**src/rtl/clock_freq_sequencer.sv**
```systemverilog
`default_nettype none
// ============================================================================
//  Module   : clock_freq_sequencer
//  Purpose  : Sequences a gated clock counter through one frequency
//             measurement: clear the counter, enable it for a programmable
//             window of clk cycles, let it settle, then capture its count.
//             An optional continuous mode chains measurements back to back.
//  Revision : 1.0  initial release
// ----------------------------------------------------------------------------
//  Ports
//    clk                 in   single clock; every port is in this domain
//    reset               in   asynchronous, active-high reset
//    start               in   measurement request, sampled only in IDLE
//    abort               in   cancels a measurement in progress
//    continuous          in   restart automatically at the end of DRAIN
//    window_cycles       in   counting window length, latched on start
//    counter_sync_reset  out  clear strobe for the controlled counter
//    counter_enable      out  count enable for the controlled counter
//    count_in            in   controlled counter value (clk domain)
//    busy                out  high whenever the sequencer is not IDLE
//    done                out  one-cycle pulse when result updates
//    result              out  last captured count
// ============================================================================
module clock_freq_sequencer #(
   parameter int COUNTER_WIDTH = 16,
   parameter int WINDOW_WIDTH  = 16,
   parameter int CLEAR_CYCLES  = 8,
   parameter int SETTLE_CYCLES = 16
) (
   input  logic                     clk,
   input  logic                     reset,
   input  logic                     start,
   input  logic                     abort,
   input  logic                     continuous,
   input  logic [WINDOW_WIDTH-1:0]  window_cycles,
   output logic                     counter_sync_reset,
   output logic                     counter_enable,
   input  logic [COUNTER_WIDTH-1:0] count_in,
   output logic                     busy,
   output logic                     done,
   output logic [COUNTER_WIDTH-1:0] result
);

   // Timer must hold the longest phase length of the three phases.
   localparam logic [63:0] c_win_max = (64'd1 << WINDOW_WIDTH) - 64'd1;
   localparam logic [63:0] c_cs_max  = (64'(CLEAR_CYCLES) > 64'(SETTLE_CYCLES)) ?
                                       64'(CLEAR_CYCLES) : 64'(SETTLE_CYCLES);
   localparam logic [63:0] c_max     = (c_cs_max > c_win_max) ? c_cs_max : c_win_max;
   localparam int          c_timer_w = $clog2(c_max + 64'd1);

   // Timers load "length - 1" on phase entry and the phase ends when the
   // timer reads zero, so a phase of N cycles occupies exactly N cycles.
   localparam logic [c_timer_w-1:0] c_one        = c_timer_w'(1);
   localparam logic [c_timer_w-1:0] c_zero       = '0;
   localparam logic [c_timer_w-1:0] c_clr_load   = c_timer_w'(CLEAR_CYCLES - 1);
   localparam logic [c_timer_w-1:0] c_settle_ld  = c_timer_w'(SETTLE_CYCLES - 1);

   localparam logic [1:0] c_st_idle  = 2'd0;
   localparam logic [1:0] c_st_clear = 2'd1;
   localparam logic [1:0] c_st_run   = 2'd2;
   localparam logic [1:0] c_st_drain = 2'd3;

   logic [1:0]               state_q,  state_d;
   logic [c_timer_w-1:0]     timer_q,  timer_d;
   logic [WINDOW_WIDTH-1:0]  window_q, window_d;
   logic [COUNTER_WIDTH-1:0] result_q, result_d;
   logic                     done_q,   done_d;

   logic [c_timer_w-1:0]     w_win_load;
   logic [c_timer_w-1:0]     w_timer_dec;

   assign w_win_load  = c_timer_w'(window_q) - c_one;
   // Saturate at zero so the timer can never wrap.
   assign w_timer_dec = (timer_q != c_zero) ? (timer_q - c_one) : timer_q;

   // ---------------------------------------------------------------- state register
   always_ff @(posedge clk or posedge reset) begin
      if (reset) begin
         state_q  <= c_st_idle;
         timer_q  <= '0;
         window_q <= '0;
         result_q <= '0;
         done_q   <= 1'b0;
      end else begin
         state_q  <= state_d;
         timer_q  <= timer_d;
         window_q <= window_d;
         result_q <= result_d;
         done_q   <= done_d;
      end
   end

   // ---------------------------------------------------------------- next state
   always_comb begin
      state_d  = state_q;
      timer_d  = w_timer_dec;
      window_d = window_q;
      result_d = result_q;
      done_d   = 1'b0;

      case (state_q)
         c_st_idle: begin
            if (start && !abort) begin
               state_d  = c_st_clear;
               timer_d  = c_clr_load;
               window_d = window_cycles;
            end
         end
         c_st_clear: begin
            if (timer_q == c_zero) begin
               // A zero-length window skips RUN entirely.
               if (window_q == '0) begin
                  state_d = c_st_drain;
                  timer_d = c_settle_ld;
               end else begin
                  state_d = c_st_run;
                  timer_d = w_win_load;
               end
            end
         end
         c_st_run: begin
            if (timer_q == c_zero) begin
               state_d = c_st_drain;
               timer_d = c_settle_ld;
            end
         end
         c_st_drain: begin
            if (timer_q == c_zero) begin
               result_d = count_in;
               done_d   = 1'b1;
               if (continuous) begin
                  state_d  = c_st_clear;
                  timer_d  = c_clr_load;
                  window_d = window_cycles;
               end else begin
                  state_d = c_st_idle;
                  timer_d = c_zero;
               end
            end
         end
         default: begin
            state_d = c_st_idle;
            timer_d = c_zero;
         end
      endcase

      // Abort overrides everything, including the end-of-DRAIN capture.
      if (abort && (state_q != c_st_idle)) begin
         state_d  = c_st_idle;
         timer_d  = c_zero;
         window_d = window_q;
         result_d = result_q;
         done_d   = 1'b0;
      end
   end

   // ---------------------------------------------------------------- outputs
   always_comb begin
      counter_sync_reset = 1'b0;
      counter_enable     = 1'b0;
      busy               = 1'b0;
      counter_sync_reset = (state_q == c_st_clear);
      counter_enable     = (state_q == c_st_run);
      busy               = (state_q != c_st_idle);
   end

   assign done   = done_q;
   assign result = result_q;

endmodule
`default_nettype wire

```
**config.mk**
```make
export PLATFORM = sky130hd
export DESIGN_NAME = clock_freq_sequencer
export DESIGN_NICKNAME = d
export VERILOG_FILES = /design/src/rtl/clock_freq_sequencer.sv
export SDC_FILE = /design/constraint.sdc
export NUM_CORES = 1
export LEC_CHECK = 0
export BUFFER_PORTS_ARGS = -buffer_cell sky130_fd_sc_hd__buf_2
export CAP_MARGIN = 10
export CORE_MARGIN = 2
export CORE_UTILIZATION = 40
export DETAILED_ROUTE_END_ITERATION = 7
export GPL_ROUTABILITY_DRIVEN = 0
export SLEW_MARGIN = 20
export SYNTH_ARGS = -nofsm -noshare
export SYNTH_HDL_FRONTEND = slang
export SYNTH_SLANG_ARGS = --single-unit
```
**constraint.sdc**
```tcl
create_clock -name clk -period 2.9 [get_ports clk]
set_input_delay 0.58 -clock clk [delete_from_list [all_inputs] [get_ports clk]]
set_output_delay 0.58 -clock clk [all_outputs]
set_load 0.01 [all_outputs]
```
==> qor.yml, run 1 <==
post-dp-hpwl_mm: 5.16
setup_violations: 0
io_pins: 57
finClkSkew_ps: 8.45
crit_buf_inv: 1
cp_top_family: "simple AND/OR/NAND/NOR gates"
synth-edff-count: 0
status: "finished, final reports clean"
clk_pin_slew_ps: 100
cpPeakStageDelay_ps: 670
detail_route.iter0.violations: 110
cts_hold_buf: 0
cts_max_path_buffers: 2
antenna_found_initial: 0
cts_resized: 0
reg2reg_slack_ps: 460
final_util: 0.486
crit_path_start_kind: "flip-flop"
start_util: 0.413
grt_overflow: 0
wirelength_mm: 7.00
finalCriticalPeriod_ps: 2440
leakagePower_nw: 1.64
drc: 0
fmax_ghz: 0.409
syn_to_final_growth_pct: 17.8
r2r-end: "timer_q[14]"
cts_sinks: 51
avgSynthCellArea_sq_um: 10.6
worstPathRequired_ps: 3100
cts_tree: "built"
maxSlewViolCount: 0
vias: 2421
tns_ps: 0
max-cap-violations: 0
drive_gt1_frac: 0.347
die_area_sq_um: 8190
critPathLaunch: "window_q[0]"
rows: 31
cts_buffers: 5
root_buffer: "clkbuf_8"
crit_chain: "inv_1, ha_1, or4b_2, nor4_2, mux2i_1, nor3_1, or3_1"
syn-cell-area_sq_um: 2990
yosys_warnings: 0
max-slew-margin-rel: 0.355
grt_pass1_wl_mm: 11.8
post-route-period-util: 0.843
ys_ff_latch: 51
cts_setup_buffers: 0
min_path_type: "primary input to async pin"
synth_cell_types: 57
rsz0062_at_grt: "no"
ir_drop_mv: 0.456
h-tree-depth: 2
synth_cells: 282
io_buffers: 56
worstPathMaxFanout: 4
r2r-start: "window_q[0]"
grt_max_degree: 27
synthArstFlopShare: 1.00
grt_pass1_vias: 2315
routedWlPerCell_um: 15.6
cp-end-kind: "flip-flop"
fp.dieW_um: 90.5
drtPass1Iterations: 4
postSynthNetCount: 327
r2r_cells: 7
synth-main-ff-cell: "dfrtp_1"
insertion_delay_ps: 310
hold_violations: 0
arrival_ps: 2650
viasPerCell: 5.40
worst-slew-pin-transition_ps: 955
crit_slowest_cell: "or4b_2"
track_usage: 0.177
design.core.area_sq_um: 7250
n_antenna_cell: 0
final_nets: 393
synth-seq-area-share: 0.426
p_per_area_nw_per_um2: 1040
ant_nets: 0
die_y_um: 90.5
timing_worst_setup_path_type: "flip-flop to flip-flop"
-- worst max path at each step --
stage	endpoint	slack, ps	cells after the start
2_1_floorplan	timer_q[0]	590	12
3_3_place_gp	timer_q[14]	500	7
3_5_place_dp	timer_q[14]	450	7
4_1_cts	timer_q[14]	450	7
5_1_grt	window_q[7]	250	8
6_report	timer_q[14]	460	7
-- cells in the mapped netlist (4+ instances only) --
library cell	count	area share
dfrtp_1	51	0.43
mux2_2	24	0.090
nor2_1	19	0.024
nand2_1	18	0.023
nor3_1	13	0.022
xor2_1	12	0.035
a21oi_1	11	0.018
inv_1	11	0.014
mux2_1	9	0.034
ha_1	8	0.033
nor4_1	8	0.017
o21ai_0	6	0.010
o2bb2ai_1	6	0.018
xnor2_1	6	0.018
or3_1	5	0.010
a21o_1	4	0.010
nand3_1	4	0.0067
-- flip-flops by register name, summed over array words and instances (netlist names) --
register,cells
result,16
timer_q,16
window_q,16
state_q,2
done,1
-- power by group --
part | internal, W | total [W] | switching (W)
Combinational | 0.000935 | 0.00198 | 0.00105
Clock | 0.000175 | 0.000436 | 0.000260
Sequential | 0.000984 | 0.00127 | 0.000282
-- cell families (layout without fill, tap and decap cells) --
logic type / count (synthesis) / after routing / share of synthesized area
AO/OA/AOI/OAI: 52 / 52 / 0.127
XOR/XNOR: 18 / 18 / 0.0527
adder cells (fa/ha/maj): 8 / 8 / 0.0334
buffers and inverters: 20 / 87 / 0.0301
flip-flops: 51 / 51 / 0.426
multiplexers: 36 / 36 / 0.134
AND/OR/NAND/NOR: 97 / 97 / 0.196
-- metrics by stage --
stage	cell area (sq um)	worst slack (ps)	hold WS (ps)	power, W	std cells
final	3530	456	320	0.00368	448
after global placement	3440	500	464	0.00322	440
after floorplan	2990	595	527	0.00271	282
after global routing	3530	246	347	0.00400	448
after CTS	3530	447	336	0.00370	448
after detailed placement	3440	450	471	0.00324	440
-- metal layers --
layer  routed length (um)  global-route usage  vias to the layer above
li1                     -                   -                     1171
met1                 3340               0.267                     1188
met3                  395              0.0284                        4
met5                    0                   0                        -
met4                   60              0.0436                        0
met2                 3210               0.265                       58
-- placed cells by master, fill, tap and decap left out, types with 2 or more instances in the layout --
| cell | synthesis | layout |
|---|---|---|
| nor4b_2 | 3 | 3 |
| mux2i_1 | 3 | 3 |
| a21oi_2 | 2 | 2 |
| clkbuf_8 | 0 | 5 |
| o31ai_1 | 3 | 3 |
| o31a_1 | 2 | 2 |
| and4_1 | 3 | 3 |
| nor2b_1 | 2 | 2 |
| a211o_1 | 2 | 2 |
| xor2_1 | 12 | 12 |
| nand2_1 | 18 | 18 |
| a21oi_1 | 11 | 11 |
| mux2_2 | 24 | 24 |
| o21ai_0 | 6 | 6 |
| or3_1 | 5 | 5 |
| nor3_1 | 13 | 13 |
| nor2_1 | 19 | 19 |
| a21o_1 | 4 | 4 |
| ha_1 | 8 | 8 |
| or2_2 | 2 | 2 |
| dfrtp_1 | 51 | 51 |
| mux2_1 | 9 | 9 |
| a311o_1 | 2 | 2 |
| inv_6 | 0 | 2 |
| buf_4 | 1 | 11 |
| nand2b_1 | 3 | 3 |
| nand3b_1 | 2 | 2 |
| nand3_1 | 4 | 4 |
| or4_1 | 3 | 3 |
| a31oi_1 | 2 | 2 |
| o2bb2ai_1 | 6 | 6 |
| buf_2 | 2 | 56 |
| inv_1 | 11 | 10 |
| xnor2_1 | 6 | 6 |
| inv_2 | 1 | 2 |
| o211ai_1 | 3 | 3 |
| or4b_2 | 3 | 3 |
| nor4_1 | 8 | 8 |
-- cell type report --
class,count,area [sq um]
Sequential cell,51,1280
Clock inverter,3,22.5
Clock buffer,5,68.8
Timing Repair Buffer,67,363
Multi-Input combinational cell,211,1630
Inverter,12,45.0
Tap cell,99,124
Fill cell,697,3730
(Power assumes the default switching activity.)
==> run 2, diff against run 1 <==
- clock period: 2.9 -> 2.1 ns (I/O delays scaled with it)
==> run 2 against run 1 <==
The run now ends with negative setup slack left. Cell area is 20% higher. Setup slack worse by 500 ps. Sequential power is 29% higher. Utilization is 9.8 points higher. Register-to-register slack worse by 500 ps. Wire length is 13% higher. Global-route usage is 1.9 points higher. Hold slack worse by 180 ps. First-iteration DRC count is 13% lower. Count of clock-buffer cells in the layout is 2 higher. Critical path depth is 1 lower. Critical path type unchanged. Critical endpoint is now timer_q[8].
==> qor.yml, run 2 (synthesis gave the netlist of run 1 again) <==
status: "complete, but fails checks"
violations: "negative setup slack"
maxSlewViolCount: 0
finClkSkew_ps: 5.55
ir_drop_mv: 0.616
reg2reg_slack_ps: -50
max-cap-violations: 0
cts_buffers: 5
io_pins: 57
fp.dieW_um: 90.5
fmax_ghz: 0.466
fin_area_sq_um: 4240
root_buffer: "clkbuf_8"
cts_max_path_buffers: 2
final_nets: 447
start_util: 0.413
hold_violations: 0
arrival_ps: 2390
leakagePower_nw: 1.98
min_path_type: "primary input to async pin"
track_usage: 0.196
cts_tree: "built"
p_per_area_nw_per_um2: 1480
design.core.area_sq_um: 7250
die_y_um: 90.5
grt_overflow: 0
syn_to_final_growth_pct: 41.5
cts_sinks: 51
drive_gt1_frac: 0.526
rows: 31
crit_path_start_kind: "flip-flop"
final_cell_mix: "buf_2 (56), buf_4 (56), dfrtp_1 (50), mux2_2 (21), nor2_1 (19)"
routedWlPerCell_um: 15.8
post-route-period-util: 1.02
finalCriticalPeriod_ps: 2150
grt_max_degree: 52
post-dp-hpwl_mm: 5.88
detail_route.iter0.violations: 96
timing_worst_setup_path_type: "flip-flop to flip-flop"
r2r-start: "timer_q[3]"
max-slew-margin-rel: 0.733
wirelength_mm: 7.93
vias: 2658
setup_violations: 9
place_area_sq_um: 3910
die_area_sq_um: 8190
ant_nets: 0
viasPerCell: 5.29
cp-end-kind: "flip-flop"
grt_pass1_vias: 2725
r2r_cells: 6
n_antenna_cell: 0
r2r-end: "timer_q[8]"
worst-slew-pin-transition_ps: 397
fin_ws_ps: -48.1
worstPathMaxFanout: 4
h-tree-depth: 2
drtPass1Iterations: 4
fin_cells: 502
dp.cells: 489
tns_ps: -276
drc: 0
worstPathRequired_ps: 2340
total_power_w: 0.00626
insertion_delay_ps: 310
rsz0062_at_grt: "yes"
antenna_found_initial: 0
clk_pin_slew_ps: 90
io_buffers: 56
grt_pass1_wl_mm: 13.1
[run 2: changes by cell type in the layout (fill, tap and decap cells not counted), sizes merged]
cell | previous run | this run
clkbuf | 5 | 7
clkinv | 1 | 2
buf | 67 | 121
inv | 14 | 11
[run 2: timing repair]
item                                    4_1_cts  5_1_grt
buffers inserted                              1        4
resized for setup                            11       36
hold buffers                                  0        0
endpoints found under the setup margin       28       48
pin swaps                                     3        8
[run 2: how the worst max path moves through the flow]
stage          startpoint           to  slack, ps  cells after the start
5_1_grt        timer_q[6]  timer_q[14]       -120                      5
6_report       timer_q[3]   timer_q[8]        -50                      6
3_5_place_dp   timer_q[1]  timer_q[14]       -120                      7
4_1_cts        timer_q[3]   timer_q[8]        -50                      6
3_3_place_gp   timer_q[0]  timer_q[14]        -80                      7
2_1_floorplan  timer_q[0]  timer_q[14]       -100                      7
[run 2: critical path, stage by stage (launching register included)]
cell	delay (ps)
dfrtp_1	440
buf_6	140
or4_4	520
or3_4	380
or3_1	320
a21o_1	170
a21oi_2	100
[run 2: final cells by class]
| cell class | instances | area (sq um) |
|---|---|---|
| flip-flops and latches | 51 | 1280 |
| clock inverters | 1 | 5.00 |
| well taps | 99 | 124 |
| clock buffers | 7 | 76.3 |
| multi-input cells | 211 | 1870 |
| inverters | 12 | 57.6 |
| repair buffers | 121 | 828 |
| fillers | 668 | 3020 |
[run 2: through the flow]
stage          setup WS (ps)  hold slack, ps   util
6_report               -48.1             144  0.584
5_1_grt                 -123             158  0.584
4_1_cts                -46.8             156  0.558
3_5_place_dp            -124             474  0.539
3_3_place_gp           -77.2             468  0.539
2_1_floorplan          -96.5             527      -
[run 2: where the power goes]
group	leakage (nW)	internal [W]	switching, W
Clock	0.0422	0.000235	0.000325
Combinational	1.28	0.00210	0.00196
Sequential	0.656	0.00136	0.000279
[run 2: per-layer routing]
metal / part of all wire / vias up / track usage
li1: - / 1280 / -
met4: 0.0083 / 0 / 0.0423
met3: 0.032 / 6 / 0.0351
met5: 0 / - / 0
met1: 0.46 / 1331 / 0.265
met2: 0.50 / 41 / 0.329
